### src/rtl/commit_rat.sv
// commit_rat: committed register alias table.
//   Accepts up to two in-order retirements per cycle, remaps the committed
//   arch->phys map, and queues each displaced physical register in a small
//   FIFO that drains to the physical free list over valid/ready.
// Ports:
//   clk, rst                    clock; asynchronous active-high reset
//   commit_valid[1:0]           [0]=oldest slot, [1]=younger slot
//   commit_rd_arch_k/_phy_k     per-slot destination arch / phys register
//   commit_ready                FIFO has room for two pushes (registered count)
//   back_rat                    committed map, entry i at [i*PHY_WIDTH +: PHY_WIDTH]
//   free_valid/free_phy         FIFO head toward the free list
//   free_ready                  free list accepts free_phy this cycle
//   free_count                  FIFO occupancy
module commit_rat #(
  parameter int unsigned ARCH_REGS  = 32,
  parameter int unsigned PHY_WIDTH  = 6,
  parameter int unsigned FREE_DEPTH = 8
) (
  input  logic                              clk,
  input  logic                              rst,
  input  logic [1:0]                        commit_valid,
  input  logic [4:0]                        commit_rd_arch_0,
  input  logic [PHY_WIDTH-1:0]              commit_rd_phy_0,
  input  logic [4:0]                        commit_rd_arch_1,
  input  logic [PHY_WIDTH-1:0]              commit_rd_phy_1,
  output logic                              commit_ready,
  output logic [PHY_WIDTH*ARCH_REGS-1:0]    back_rat,
  output logic                              free_valid,
  output logic [PHY_WIDTH-1:0]              free_phy,
  input  logic                              free_ready,
  output logic [$clog2(FREE_DEPTH):0]       free_count
);

  localparam int unsigned PTR_W = $clog2(FREE_DEPTH);
  localparam int unsigned CNT_W = PTR_W + 1;

  logic [PHY_WIDTH-1:0] table_q [ARCH_REGS];
  logic [PHY_WIDTH-1:0] table_d [ARCH_REGS];
  logic [PHY_WIDTH-1:0] mem_q   [FREE_DEPTH];
  logic [PHY_WIDTH-1:0] mem_d   [FREE_DEPTH];
  logic [PTR_W-1:0]     head_q, head_d;
  logic [PTR_W-1:0]     tail_q, tail_d;
  logic [CNT_W-1:0]     count_q, count_d;

  logic                 acc0, acc1, do0, do1, pop;
  logic [PHY_WIDTH-1:0] free0, free1;
  logic [PTR_W-1:0]     wptr;
  logic [1:0]           n_push;

  // Ready depends only on the registered count, so free_ready never reaches it.
  assign commit_ready = (count_q <= CNT_W'(FREE_DEPTH - 2));
  assign free_valid   = (count_q != '0);
  assign free_phy     = mem_q[head_q];
  assign free_count   = count_q;

  // Flat view of the committed map.
  always_comb begin
    back_rat = '0;
    for (int i = 0; i < int'(ARCH_REGS); i++) begin
      back_rat[i*PHY_WIDTH +: PHY_WIDTH] = table_q[i];
    end
  end

  // Acceptance, remap, displaced-register capture and FIFO bookkeeping.
  always_comb begin
    table_d = table_q;
    mem_d   = mem_q;
    head_d  = head_q;
    tail_d  = tail_q;
    count_d = count_q;
    wptr    = tail_q;

    // Slot1 alone (2'b10) is illegal and dropped.
    acc0 = commit_valid[0] && commit_ready;
    acc1 = commit_valid[1] && commit_valid[0] && commit_ready;
    do0  = acc0 && (commit_rd_arch_0 != '0);
    do1  = acc1 && (commit_rd_arch_1 != '0);

    // Slot1 displaces slot0's new mapping when both target the same register.
    free0 = table_q[commit_rd_arch_0];
    free1 = (do0 && (commit_rd_arch_1 == commit_rd_arch_0)) ? commit_rd_phy_0
                                                             : table_q[commit_rd_arch_1];

    if (do0) table_d[commit_rd_arch_0] = commit_rd_phy_0;
    if (do1) table_d[commit_rd_arch_1] = commit_rd_phy_1;

    if (do0) begin
      mem_d[wptr] = free0;
      wptr        = wptr + PTR_W'(1);
    end
    if (do1) begin
      mem_d[wptr] = free1;
      wptr        = wptr + PTR_W'(1);
    end
    tail_d = wptr;

    pop = free_valid && free_ready;
    if (pop) head_d = head_q + PTR_W'(1);

    n_push  = {1'b0, do0} + {1'b0, do1};
    count_d = count_q + CNT_W'(n_push) - CNT_W'(pop);
  end

  // State registers; reset restores the identity map and empties the FIFO.
  always_ff @(posedge clk or posedge rst) begin
    if (rst) begin
      for (int i = 0; i < int'(ARCH_REGS); i++) begin
        table_q[i] <= PHY_WIDTH'(i);
      end
      for (int j = 0; j < int'(FREE_DEPTH); j++) begin
        mem_q[j] <= '0;
      end
      head_q  <= '0;
      tail_q  <= '0;
      count_q <= '0;
    end else begin
      table_q <= table_d;
      mem_q   <= mem_d;
      head_q  <= head_d;
      tail_q  <= tail_d;
      count_q <= count_d;
    end
  end

endmodule

### config.mk
export PLATFORM = sky130hd
export DESIGN_NAME = commit_rat
export DESIGN_NICKNAME = d
export VERILOG_FILES = /design/src/rtl/commit_rat.sv
export SDC_FILE = /design/constraint.sdc
export NUM_CORES = 1
export LEC_CHECK = 0
export CAP_MARGIN = 25
export CORE_ASPECT_RATIO = 1.4
export CORE_UTILIZATION = 34
export CTS_BUF_LIST = sky130_fd_sc_hd__clkbuf_4 sky130_fd_sc_hd__clkbuf_8
export DETAILED_ROUTE_END_ITERATION = 8
export PLACE_DENSITY = 0.6
export SLEW_MARGIN = 40
export SYNTH_ARGS = -nofsm -noshare
export SYNTH_HDL_FRONTEND = slang
export SYNTH_SLANG_ARGS = --single-unit
export TNS_END_PERCENT = 10
### constraint.sdc
create_clock -name clk -period 9.9 [get_ports clk]
set_clock_uncertainty 0.2 [all_clocks]
set_input_delay 1.98 -clock clk [delete_from_list [all_inputs] [get_ports clk]]
set_output_delay 1.98 -clock clk [all_outputs]
set_load 0.005 [all_outputs]
Yosys cells after proc, flatten, opt, wreduce, memory -nomap -nowiden
Cells that the tools add are included.
{"block": "word_totals", "register_bits": 250, "out_inout_bits": 204}
{"block": "op_classes", "muxes": 28, "add_sub_neg": 6, "order_cmp": 10, "n_bitwise": 5, "eq_ne": 1, "reduce_logical": 14}
{"cell": "192-bit bitwise mux", "n": 2}
{"cell": "192-bit 2-to-1 mux", "n": 2}
{"cell": "48-bit bitwise mux", "n": 2}
{"cell": "48-bit 2-to-1 mux", "n": 2}
{"cell": "6-bit 2-to-1 mux", "n": 11}
{"cell": "6-bit binary-select mux with 5-bit select", "n": 2}
{"cell": "6-bit demux with 5-bit select", "n": 2}
{"cell": "6-bit demux with 3-bit select", "n": 2}
{"cell": "6-bit binary-select mux with 3-bit select", "n": 1}
{"cell": "4-bit >= comparator, second input constant", "n": 3}
{"cell": "6-bit >= comparator, second input constant", "n": 2}
{"cell": "6-bit by 1-bit < comparator with 1-bit output, second input constant", "n": 2}
{"cell": "3-bit inverter with 4-bit output", "n": 3}
{"cell": "5-bit inverter with 6-bit output", "n": 2}
{"cell": "1-bit logical AND", "n": 11}
{"cell": "5-bit nonzero test", "n": 2}
{"cell": "3-bit by 1-bit adder with 3-bit output, second input constant", "n": 3}
{"cell": "4-bit by 1-bit < comparator with 1-bit output, second input constant", "n": 2}
{"cell": "3-bit 2-to-1 mux", "n": 2}
{"cell": "5-bit equality test", "n": 1}
{"cell": "4-bit by 2-bit adder with 4-bit output", "n": 1}
{"cell": "4-bit by 3-bit <= comparator with 1-bit output, second input constant", "n": 1}
{"cell": "4-bit nonzero test", "n": 1}
{"cell": "4-bit by 1-bit subtractor with 4-bit output", "n": 1}
{"cell": "1-bit by 1-bit adder with 2-bit output", "n": 1}

Longest topological paths before layout
Gate-level depths: netlist of run 1.
{"block": "logic_depth", "word_depth": 11, "mapped_depth": 13, "depth_no_buf": 12}

Worst setup path before layout of run 1
OpenSTA, ideal clock, no wires.
{"block": "synth_timing", "path_kind": "input to register", "startpoint": "in commit_rd_arch_1[3]", "endpoint": "reg count_q[1] (netlist: free_count[1])", "path_stages": 9, "path_slack_ns": 5.644, "n_path_buf": 2, "setup_time_ns": 0.064, "arrival_time_ns": 3.992, "cell_sequence": "buf_2 > or4_1 > buf_2 > o211ai_4 > inv_1 > fa_1 > inv_1 > fa_1 > inv_1"}
{"block": "synth_via", "elab_chain_len": 5}
{"item": "from (decl)", "line": "24", "rtl": "input logic [4:0] commit_rd_arch_1,"}
{"item": "5-bit nonzero test", "line": "77", "rtl": "do1 = acc1 && (commit_rd_arch_1 != '0);"}
{"item": "1-bit logical AND", "line": "77"}
{"item": "1-bit by 1-bit adder with 2-bit output", "line": "100", "rtl": "n_push = {1'b0, do0} + {1'b0, do1};"}
{"item": "4-bit by 2-bit adder with 4-bit output", "line": "101", "rtl": "count_d = count_q + CNT_W'(n_push) - CNT_W'(pop);"}
{"item": "4-bit by 1-bit subtractor with 4-bit output", "line": "101"}
{"item": "via count_d[1]", "line": "43", "rtl": "logic [CNT_W-1:0] count_q, count_d;"}
{"item": "to (signal assigned)", "line": "121", "rtl": "count_q <= count_d;"}
{"item": "to (decl)", "line": "43"}
The timed path passes the listed nets, and every way through them passes these cells.
A chain may end at the register's enable or synchronous reset.

==> flow_metrics.py, run 1 <==
metrics = {
    "status": {
        "status": "finished clean",
    },
    "global_routing": {
        "grtUsageTotal_pct": 27.6,
        "grt_pass1_vias": 14340,
        "antenna_found_initial": 1,
        "grt_pass1_wl_mm": 99.0,
        "overflow": 0,
        "grt_max_degree": 134,
    },
    "hold_path": {
        "hold_class": "reg2reg",
        "min_from": "back_rat[2]",
        "hold_depth": 0,
        "whs_endpoint": "back_rat[2]",
    },
    "clock_network": {
        "clock_path_buffers": 3,
        "cts_resized": 0,
        "htreeDepth": 2,
        "cts_tree": "built",
        "cts.clk_slew.worst_paths_ns": 0.06,
        "postCtsHoldBufs": 0,
        "cts_setup_buffers": 0,
        "cts_num_sinks": 250,
        "cts-root-buf": "clkbuf_8",
        "cts_buffers": 43,
        "clock_latency_ns": 0.58,
    },
    "timing": {
        "fin_crit_ns": 5.03,
        "fmax_mhz": 199,
        "setup_viol": 0,
        "grt_setup_unrepaired": "no",
        "slew_viol_final": 0,
        "slew_headroom_pct": 41.4,
        "tightest_slew_ns": 0.868,
        "post-route-period-util_pct": 50.8,
        "hold_viol": 0,
        "hold_slack_ns": 0.299,
        "tns_ns": 0,
    },
    "critical_path": {
        "critical_path_class": "in2reg",
        "reg2reg_setup_slack_ns": 6.09,
        "r2r_cells": 7,
        "startpoint": "commit_rd_arch_1[1]",
        "r2r_end": "mem_q[43]",
        "cp_max_fo": 51,
        "reg2reg_from": "free_count[3]",
        "cp.required_ns": 10.10,
        "start_kind": "primary input",
        "cp_data_arrival_time_ns": 5.23,
        "cp-end-kind": "flop",
    },
    "run": {
        "cap_violations": 0,
    },
    "final_layout": {
        "area_growth_pct": 22.0,
        "nNetsFinal": 1804,
        "fill_cells": 4625,
        "regArea_sq_um": 6360,
        "final_util_pct": 42.2,
        "multiInputGateArea_sq_um": 9200,
        "instances_no_fill": 2426,
        "drive_gt1_share_pct": 15.8,
    },
    "logic_synthesis": {
        "yosysTopAreaCell": "mux2i_1",
        "synth_fp_nets": 1659,
        "seq_area_frac_synth_pct": 39.1,
        "synth_area_sq_um": 16300,
        "synth-seq-cells": 250,
        "synth-edff-count": 0,
        "yosysWarnings": 0,
        "synth-async-reset-ratio_pct": 100,
        "synth.avg_cell_area_sq_um": 10.0,
        "synth-main-ff-cell": "dfrtp_1",
        "synth_top_area_share_pct": 27.1,
        "netlist_top_cells_area": "mux2i_1 27%, dfrtp_1 26%, dfstp_2 13%",
        "synth_cell_types": 65,
        "postSynthCellCount": 1622,
    },
    "die": {
        "start_util_pct": 34.6,
        "num_rows": 94,
        "die_h_um": 261,
        "dieArea_sq_um": 48700,
        "die_width_um": 187,
        "ios": 231,
        "fp.coreArea_sq_um": 47000,
    },
    "route": {
        "drcViolationCount": 0,
        "first_iter_violations": 1098,
        "routedWlPerCell_um": 28.2,
        "routed-via-count": 14181,
        "drtPass1Iterations": 5,
        "vias_per_cell": 5.85,
        "drt_wl_total_mm": 68.5,
        "ant_nets": 0,
    },
    "power_and_ir_drop": {
        "power.density_nw_per_um2": 289,
        "power.total_mw": 5.74,
        "ir_drop_uv": 142,
        "power.leakage_nw": 8.38,
    },
    "placed_design": {
        "placed_cells": 2346,
        "gp_congestion": 0.967,
        "placement.io_buffers": 230,
        "dpl.hpwl_mm": 48.6,
    },
}
cell usage in the layout (no fill, tap or decap), types with 7 or more instances in the layout:
cell	count
nor2_2	24
nand4_1	13
xor2_1	7
nand2_1	44
clkdlybuf4s50_1	222
dfstp_2	80
inv_1	12
dfrtp_1	169
mux2_2	16
mux4_2	26
buf_4	21
nor4_1	17
nor2_1	210
clkbuf_4	9
o22ai_1	79
a21oi_1	190
nand4bb_1	8
clkinv_2	8
nand4b_1	9
clkbuf_8	59
mux2i_1	440
nand3_1	16
ha_1	8
cell usage after synthesis, types with 7 or more instances:
cell	instances
clkbuf_1	98
nand4b_1	9
mux2i_1	440
nand4_1	13
nand4bb_1	8
dfstp_2	80
mux2_2	16
xor2_1	7
mux4_2	26
nand3_1	16
buf_2	36
nand2_1	44
nor4_1	17
o22ai_1	81
ha_1	8
dfrtp_1	170
a21oi_1	190
inv_1	13
nor2_1	210
nor2_2	24
worst max-delay path: stages:
cell and delay [ns]:
buf_4 0.48, buf_4 0.74, mux2i_1 0.44, o22ai_1 0.14
nor4_1 0.36, nand3_1 0.14, o22ai_1 0.65, mux2i_1 0.19
power breakdown:
group	switching, mW	internal, mW	leakage, nW
logic	1.04	1.31	4.83
clock network	0.449	0.618	0.525
registers	0.751	1.58	3.03
total	2.24	3.50	8.38
worst max-delay path by stage:
stage	endpoint	slack, ns
floorplan	back_rat[0]	0.98
global route	mem_q[43]	4.76
global placement	mem_q[3]	4.09
detailed placement	mem_q[9]	4.36
finish	mem_q[43]	4.87
CTS	mem_q[9]	4.96
kinds of logic after synthesis:
kind of cell / after synthesis / share of synthesized area (%)
multiplexers: 482 / 31.8
AND/OR/NAND/NOR: 403 / 12.6
AO/OA/AOI/OAI: 298 / 10.3
flip-flops: 250 / 39.1
buffers and inverters: 165 / 4.46
XOR/XNOR: 14 / 0.870
adder cells (fa/ha/maj): 10 / 0.862
sequential cells by signal, summed over array words and instances, names as in the netlist:
| register | count |
|---|---|
| back_rat | 192 |
| free_count | 4 |
| head_q | 3 |
| mem_q | 48 |
| tail_q | 3 |
area by class of cell:
type	count	area share, %
clock buffer	68	4.43
inverter	15	0.347
multi-input combinational	1207	46.4
sequential	250	32.1
clock inverter	11	0.543
antenna	1	0.0126
tap	624	3.94
timing repair buffer	250	12.3
metal layers:
| metal | global-route usage, % | part of all wire [%] |
|---|---|---|
| met1 | 31.6 | 38 |
| met4 | 17.3 | 6.4 |
| met5 | 0 | 0 |
| met3 | 3.31 | 5.4 |
| met2 | 49.1 | 51 |
stage by stage:
step / cell area (sq um) / setup WS [ns]
2_1_floorplan: 16300 / 0.981
3_3_place_gp: 18800 / 4.09
3_5_place_dp: 18800 / 4.36
4_1_cts: 19800 / 4.96
5_1_grt: 19800 / 4.76
6_report: 19800 / 4.87
Power figures use the tool's default switching activity.
==> run 2: changes to the inputs <==
--- a/config.mk
+++ b/config.mk
@@ -10,7 +10,7 @@
 export CORE_UTILIZATION = 34
 export CTS_BUF_LIST = sky130_fd_sc_hd__clkbuf_4 sky130_fd_sc_hd__clkbuf_8
 export DETAILED_ROUTE_END_ITERATION = 8
-export PLACE_DENSITY = 0.6
+export PLACE_DENSITY = 0.62
 export SLEW_MARGIN = 40
 export SYNTH_ARGS = -nofsm -noshare
 export SYNTH_HDL_FRONTEND = slang
==> constraint.sdc (replaced) <==
create_clock -name clk -period 4.55 [get_ports clk]
set_clock_uncertainty 0.2 [all_clocks]
set_input_delay 0.91 -clock clk [delete_from_list [all_inputs] [get_ports clk]]
set_output_delay 0.91 -clock clk [all_outputs]
set_load 0.005 [all_outputs]
==> flow_metrics.py, run 2 (same netlist as run 1, synthesis figures left out) <==
metrics = {
    "status": {
        "status": "finished clean",
    },
    "final_layout": {
        "drive_gt1_share_pct": 17.3,
        "final_common_cell": "mux2i_1",
        "mostFrequentLayoutCells": "440 x mux2i_1, 226 x clkdlybuf4s50_1, 210 x nor2_1",
        "nNetsFinal": 1849,
        "area_growth_pct": 24.3,
        "final_util_pct": 43.0,
        "largest_reg_flops": 192,
    },
    "die": {
        "start_util_pct": 34.6,
        "fp.coreArea_sq_um": 47000,
        "die_h_um": 261,
        "die_width_um": 187,
        "ios": 231,
        "dieArea_sq_um": 48700,
        "num_rows": 94,
    },
    "timing": {
        "tightest_slew_ns": 0.817,
        "fin_crit_ns": 3.80,
        "tns_ns": 0,
        "slew_viol_final": 0,
        "hold_slack_ns": 0.295,
        "post-route-period-util_pct": 83.4,
        "fmax_mhz": 263,
        "grt_setup_unrepaired": "no",
        "setup_viol": 0,
        "hold_viol": 0,
        "slew_headroom_pct": 44.9,
    },
    "critical_path": {
        "start_kind": "flop",
        "reg2reg_setup_slack_ns": 1.25,
        "cp.required_ns": 3.44,
        "critical_path_class": "reg2out",
        "cp-end-kind": "primary output",
        "cp_max_fo": 14,
        "cp_data_arrival_time_ns": 2.69,
    },
    "clock_network": {
        "postCtsHoldBufs": 0,
        "cts_setup_buffers": 0,
        "cts_buffers": 43,
        "cts_tree": "built",
        "clock_path_buffers": 3,
        "cts-root-buf": "clkbuf_8",
        "cts_num_sinks": 250,
        "clock_latency_ns": 0.58,
        "cts.clk_slew.worst_paths_ns": 0.06,
        "htreeDepth": 2,
        "cts_resized": 0,
    },
    "global_routing": {
        "overflow": 0,
        "grt_max_degree": 68,
        "grt_pass1_vias": 14340,
        "grt_pass1_wl_mm": 98.9,
        "antenna_found_initial": 1,
        "grtUsageTotal_pct": 27.6,
    },
    "route": {
        "drt_wl_total_mm": 68.1,
        "ant_nets": 0,
        "drcViolationCount": 0,
        "vias_per_cell": 5.78,
        "routedWlPerCell_um": 27.6,
        "routed-via-count": 14275,
        "first_iter_violations": 1254,
        "drtPass1Iterations": 6,
    },
    "power_and_ir_drop": {
        "ir_drop_uv": 329,
        "power.total_mw": 12.5,
        "power.density_nw_per_um2": 620,
        "power.leakage_nw": 8.60,
    },
    "hold_path": {
        "hold_class": "reg2reg",
    },
    "placed_design": {
        "dpl.hpwl_mm": 50.4,
        "gp_congestion": 0.977,
        "placement.io_buffers": 230,
    },
    "run": {
        "cap_violations": 0,
    },
}
==> run 2: power by group <==
part / internal (mW) / switching (mW)
logic: 2.92 / 2.33
clock network: 1.31 / 0.969
registers: 3.43 / 1.57
==> run 2: final cells by class <==
class | instances | area, sq um
Fill cell | 4571 | 26800
Multi-Input combinational cell | 1207 | 9180
Antenna cell | 1 | 2.50
Clock inverter | 4 | 47.5
Tap cell | 624 | 781
Sequential cell | 250 | 6360
Timing Repair Buffer | 295 | 2880
Inverter | 15 | 60.1
Clock buffer | 74 | 912
==> run 2: routing by layer <==
| metal | part of all wire, % | track usage, % | vias up |
|---|---|---|---|
| met5 | 0 | 0 | - |
| met4 | 6.0 | 16.3 | 0 |
| met3 | 5.7 | 3.77 | 189 |
| met2 | 50 | 48.1 | 729 |
| met1 | 38 | 32.5 | 7057 |
| li1 | - | - | 6300 |
==> run 2: metrics by stage <==
| stage | std cells | setup slack [ns] | instance area, sq um |
|---|---|---|---|
| floorplan | 1622 | 0.218 | 16300 |
| global placement | 2389 | 0.639 | 19200 |
| detailed placement | 2391 | 0.604 | 19300 |
| CTS | 2469 | 0.684 | 20200 |
| global route | 2470 | 0.665 | 20200 |
| finish | 2470 | 0.755 | 20200 |
==> run 2: worst max-delay path, cell delays in order, from the launching register on <==
cell	delay (ns)
dfrtp_1	0.78
mux4_2	0.58
mux2_2	0.29
clkdlybuf4s50_1	0.44
==> run 2: worst paths after layout <==
check / start / endpoint / cells after the start
setup / recovery: head_q[1] / free_phy[5] / 3
hold / removal: back_rat[2] / back_rat[2] / 0
setup reg to reg: free_count[3] / back_rat[123] / 9
hold reg to reg: back_rat[2] / back_rat[2] / 0
max in group asynchronous: rst / back_rat[174] / 5
min in group asynchronous: rst / free_count[2] / 2
==> run 3: changes to the inputs <==
--- a/config.mk
+++ b/config.mk
@@ -10,7 +10,7 @@
 export CORE_UTILIZATION = 34
 export CTS_BUF_LIST = sky130_fd_sc_hd__clkbuf_4 sky130_fd_sc_hd__clkbuf_8
 export DETAILED_ROUTE_END_ITERATION = 8
-export PLACE_DENSITY = 0.62
+export PLACE_DENSITY = 0.6
 export SLEW_MARGIN = 40
 export SYNTH_ARGS = -nofsm -noshare
 export SYNTH_HDL_FRONTEND = slang
==> constraint.sdc (replaced) <==
create_clock -name clk -period 3.61 [get_ports clk]
set_clock_uncertainty 0.2 [all_clocks]
set_input_delay 0.722 -clock clk [delete_from_list [all_inputs] [get_ports clk]]
set_output_delay 0.722 -clock clk [all_outputs]
set_load 0.005 [all_outputs]
==> flow_metrics.py, run 3 (same netlist as run 1, synthesis figures left out) <==
metrics = {
    "clock_network": {
        "cts_resized": 0,
        "cts-root-buf": "clkbuf_8",
        "clock_latency_ns": 0.60,
        "clock_path_buffers": 3,
        "cts_num_sinks": 250,
        "cts_setup_buffers": 0,
        "cts_buffers": 44,
        "htreeDepth": 2,
        "cts.clk_slew.worst_paths_ns": 0.06,
        "postCtsHoldBufs": 0,
        "cts_tree": "built",
    },
    "final_layout": {
        "regArea_sq_um": 6360,
        "drive_gt1_share_pct": 19.5,
        "multiInputGateArea_sq_um": 9180,
        "fill_cells": 4558,
        "final_area_sq_um": 20600,
        "largest_reg_flops": 192,
        "final_util_pct": 43.9,
        "area_growth_pct": 26.9,
        "nNetsFinal": 1899,
        "final_common_cell": "mux2i_1",
        "mostFrequentLayoutCells": "440 x mux2i_1, 226 x clkdlybuf4s50_1, 210 x nor2_1",
    },
    "hold_path": {
        "hold_class": "reg2reg",
        "hold_depth": 0,
        "whs_endpoint": "back_rat[3]",
        "min_from": "back_rat[3]",
    },
    "global_routing": {
        "grt_max_degree": 147,
        "overflow": 0,
        "antenna_found_initial": 1,
        "grt_pass1_wl_mm": 102,
        "grtUsageTotal_pct": 28.6,
        "grt_pass1_vias": 14346,
    },
    "die": {
        "ios": 231,
        "dieArea_sq_um": 48700,
        "start_util_pct": 34.6,
        "fp.coreArea_sq_um": 47000,
        "num_rows": 94,
        "die_h_um": 261,
        "die_width_um": 187,
    },
    "placed_design": {
        "gp_congestion": 0.984,
        "dpl.hpwl_mm": 51.5,
        "placement.io_buffers": 230,
        "placed_area_sq_um": 19700,
    },
    "route": {
        "first_iter_violations": 1045,
        "vias_per_cell": 5.73,
        "routed-via-count": 14452,
        "routedWlPerCell_um": 28.1,
        "drt_wl_total_mm": 70.8,
        "ant_nets": 0,
        "drtPass1Iterations": 8,
        "drcViolationCount": 0,
    },
    "power_and_ir_drop": {
        "power.total_mw": 15.9,
        "power.density_nw_per_um2": 772,
        "switching_share_pct": 39.3,
        "p_seq_share_pct": 39.3,
        "combPwrFrac_pct": 43.0,
        "power.leakage_nw": 8.86,
        "ir_drop_uv": 382,
        "clockPowerShare_pct": 17.6,
        "p_int_mw": 9.66,
        "switchingPower_mw": 6.26,
    },
    "critical_path": {
        "slowest_delay_ns": 0.54,
        "cp.required_ns": 2.69,
        "reg2reg_from": "free_count[3]",
        "r2r_end": "free_count[1]",
        "reg2reg_setup_slack_ns": 0.76,
        "cp-end-kind": "primary output",
        "slowest_stage": "mux4_2",
        "cp_data_arrival_time_ns": 2.53,
        "r2r_cells": 12,
        "crit_path_cell_trace": "buf_4 > mux4_2 > mux2_2 > clkdlybuf4s50_1",
        "cp_max_fo": 14,
        "start_kind": "flop",
        "critical_path_class": "reg2out",
    },
    "timing": {
        "slew_viol_final": 0,
        "hold_viol": 0,
        "grt_setup_unrepaired": "no",
        "hold_slack_ns": 0.315,
        "setup_viol": 0,
        "tns_ns": 0,
        "tightest_slew_ns": 0.738,
        "slew_headroom_pct": 50.2,
        "post-route-period-util_pct": 95.7,
        "fmax_mhz": 289,
        "fin_crit_ns": 3.46,
    },
    "status": {
        "status": "finished clean",
    },
    "run": {
        "cap_violations": 0,
    },
}
==> run 3: cell count changes in the layout (fill, tap and decap cells not counted) <==
cell,previous run,this run
buf_12,5,13
clkinv_2,2,6
bufinv_16,1,0
buf_4,60,102
buf_16,2,1
dfrtp_1,169,170
dfrtp_2,1,0
clkbuf_8,57,56
==> run 3: how the worst max path moves through the flow <==
stage | from | endpoint | slack, ns | cells after the start
2_1_floorplan | rst | back_rat[0] | -0.53 | 1
3_3_place_gp | commit_rd_arch_1[4] | mem_q[11] | -0.008 | 9
3_5_place_dp | commit_rd_arch_1[4] | mem_q[41] | -0.04 | 9
4_1_cts | head_q[0] | free_phy[5] | 0.09 | 4
5_1_grt | head_q[0] | free_phy[4] | 0.04 | 4
6_report | head_q[0] | free_phy[5] | 0.15 | 4
==> run 3: power by group through the flow <==
stage          Sequential, mW  Combinational [mW]  Clock [mW]
6_report                 6.26                6.85        2.80
4_1_cts                  6.25                6.84        2.87
3_5_place_dp             6.27                6.81           0
3_3_place_gp             6.25                6.70           0
5_1_grt                  6.35                7.31        2.98
2_1_floorplan            5.34                3.32           0
==> run 3: critical path: cells and delay by family (launching register included) <==
kind                   cells  cell delay, ns
muxes                      2            0.85
buffers and inverters      2            0.75
DFF                        1            0.32
==> run 3: layout make-up <==
type / instances / share of cell area, %
Clock inverter: 7 / 0.182
Inverter: 15 / 0.291
Clock buffer: 73 / 4.35
Antenna cell: 1 / 0.0121
Timing Repair Buffer: 344 / 16.1
Tap cell: 624 / 3.78
Sequential cell: 250 / 30.8
Multi-Input combinational cell: 1207 / 44.5
==> run 3: routing by layer <==
metal | global-route usage, % | share of wire, % | vias to the layer above
met3 | 4.05 | 5.5 | 178
met2 | 51.0 | 51 | 649
met5 | 0 | 0 | -
met1 | 33.4 | 38 | 7229
met4 | 15.2 | 5.6 | 0
li1 | - | - | 6396
==> run 3: per-stage QoR <==
| step | cells | setup WS [ns] |
|---|---|---|
| 2_1_floorplan | 1622 | -0.534 |
| 3_3_place_gp | 2439 | -0.00821 |
| 3_5_place_dp | 2439 | -0.0382 |
| 4_1_cts | 2519 | 0.0899 |
| 5_1_grt | 2521 | 0.0434 |
| 6_report | 2521 | 0.155 |
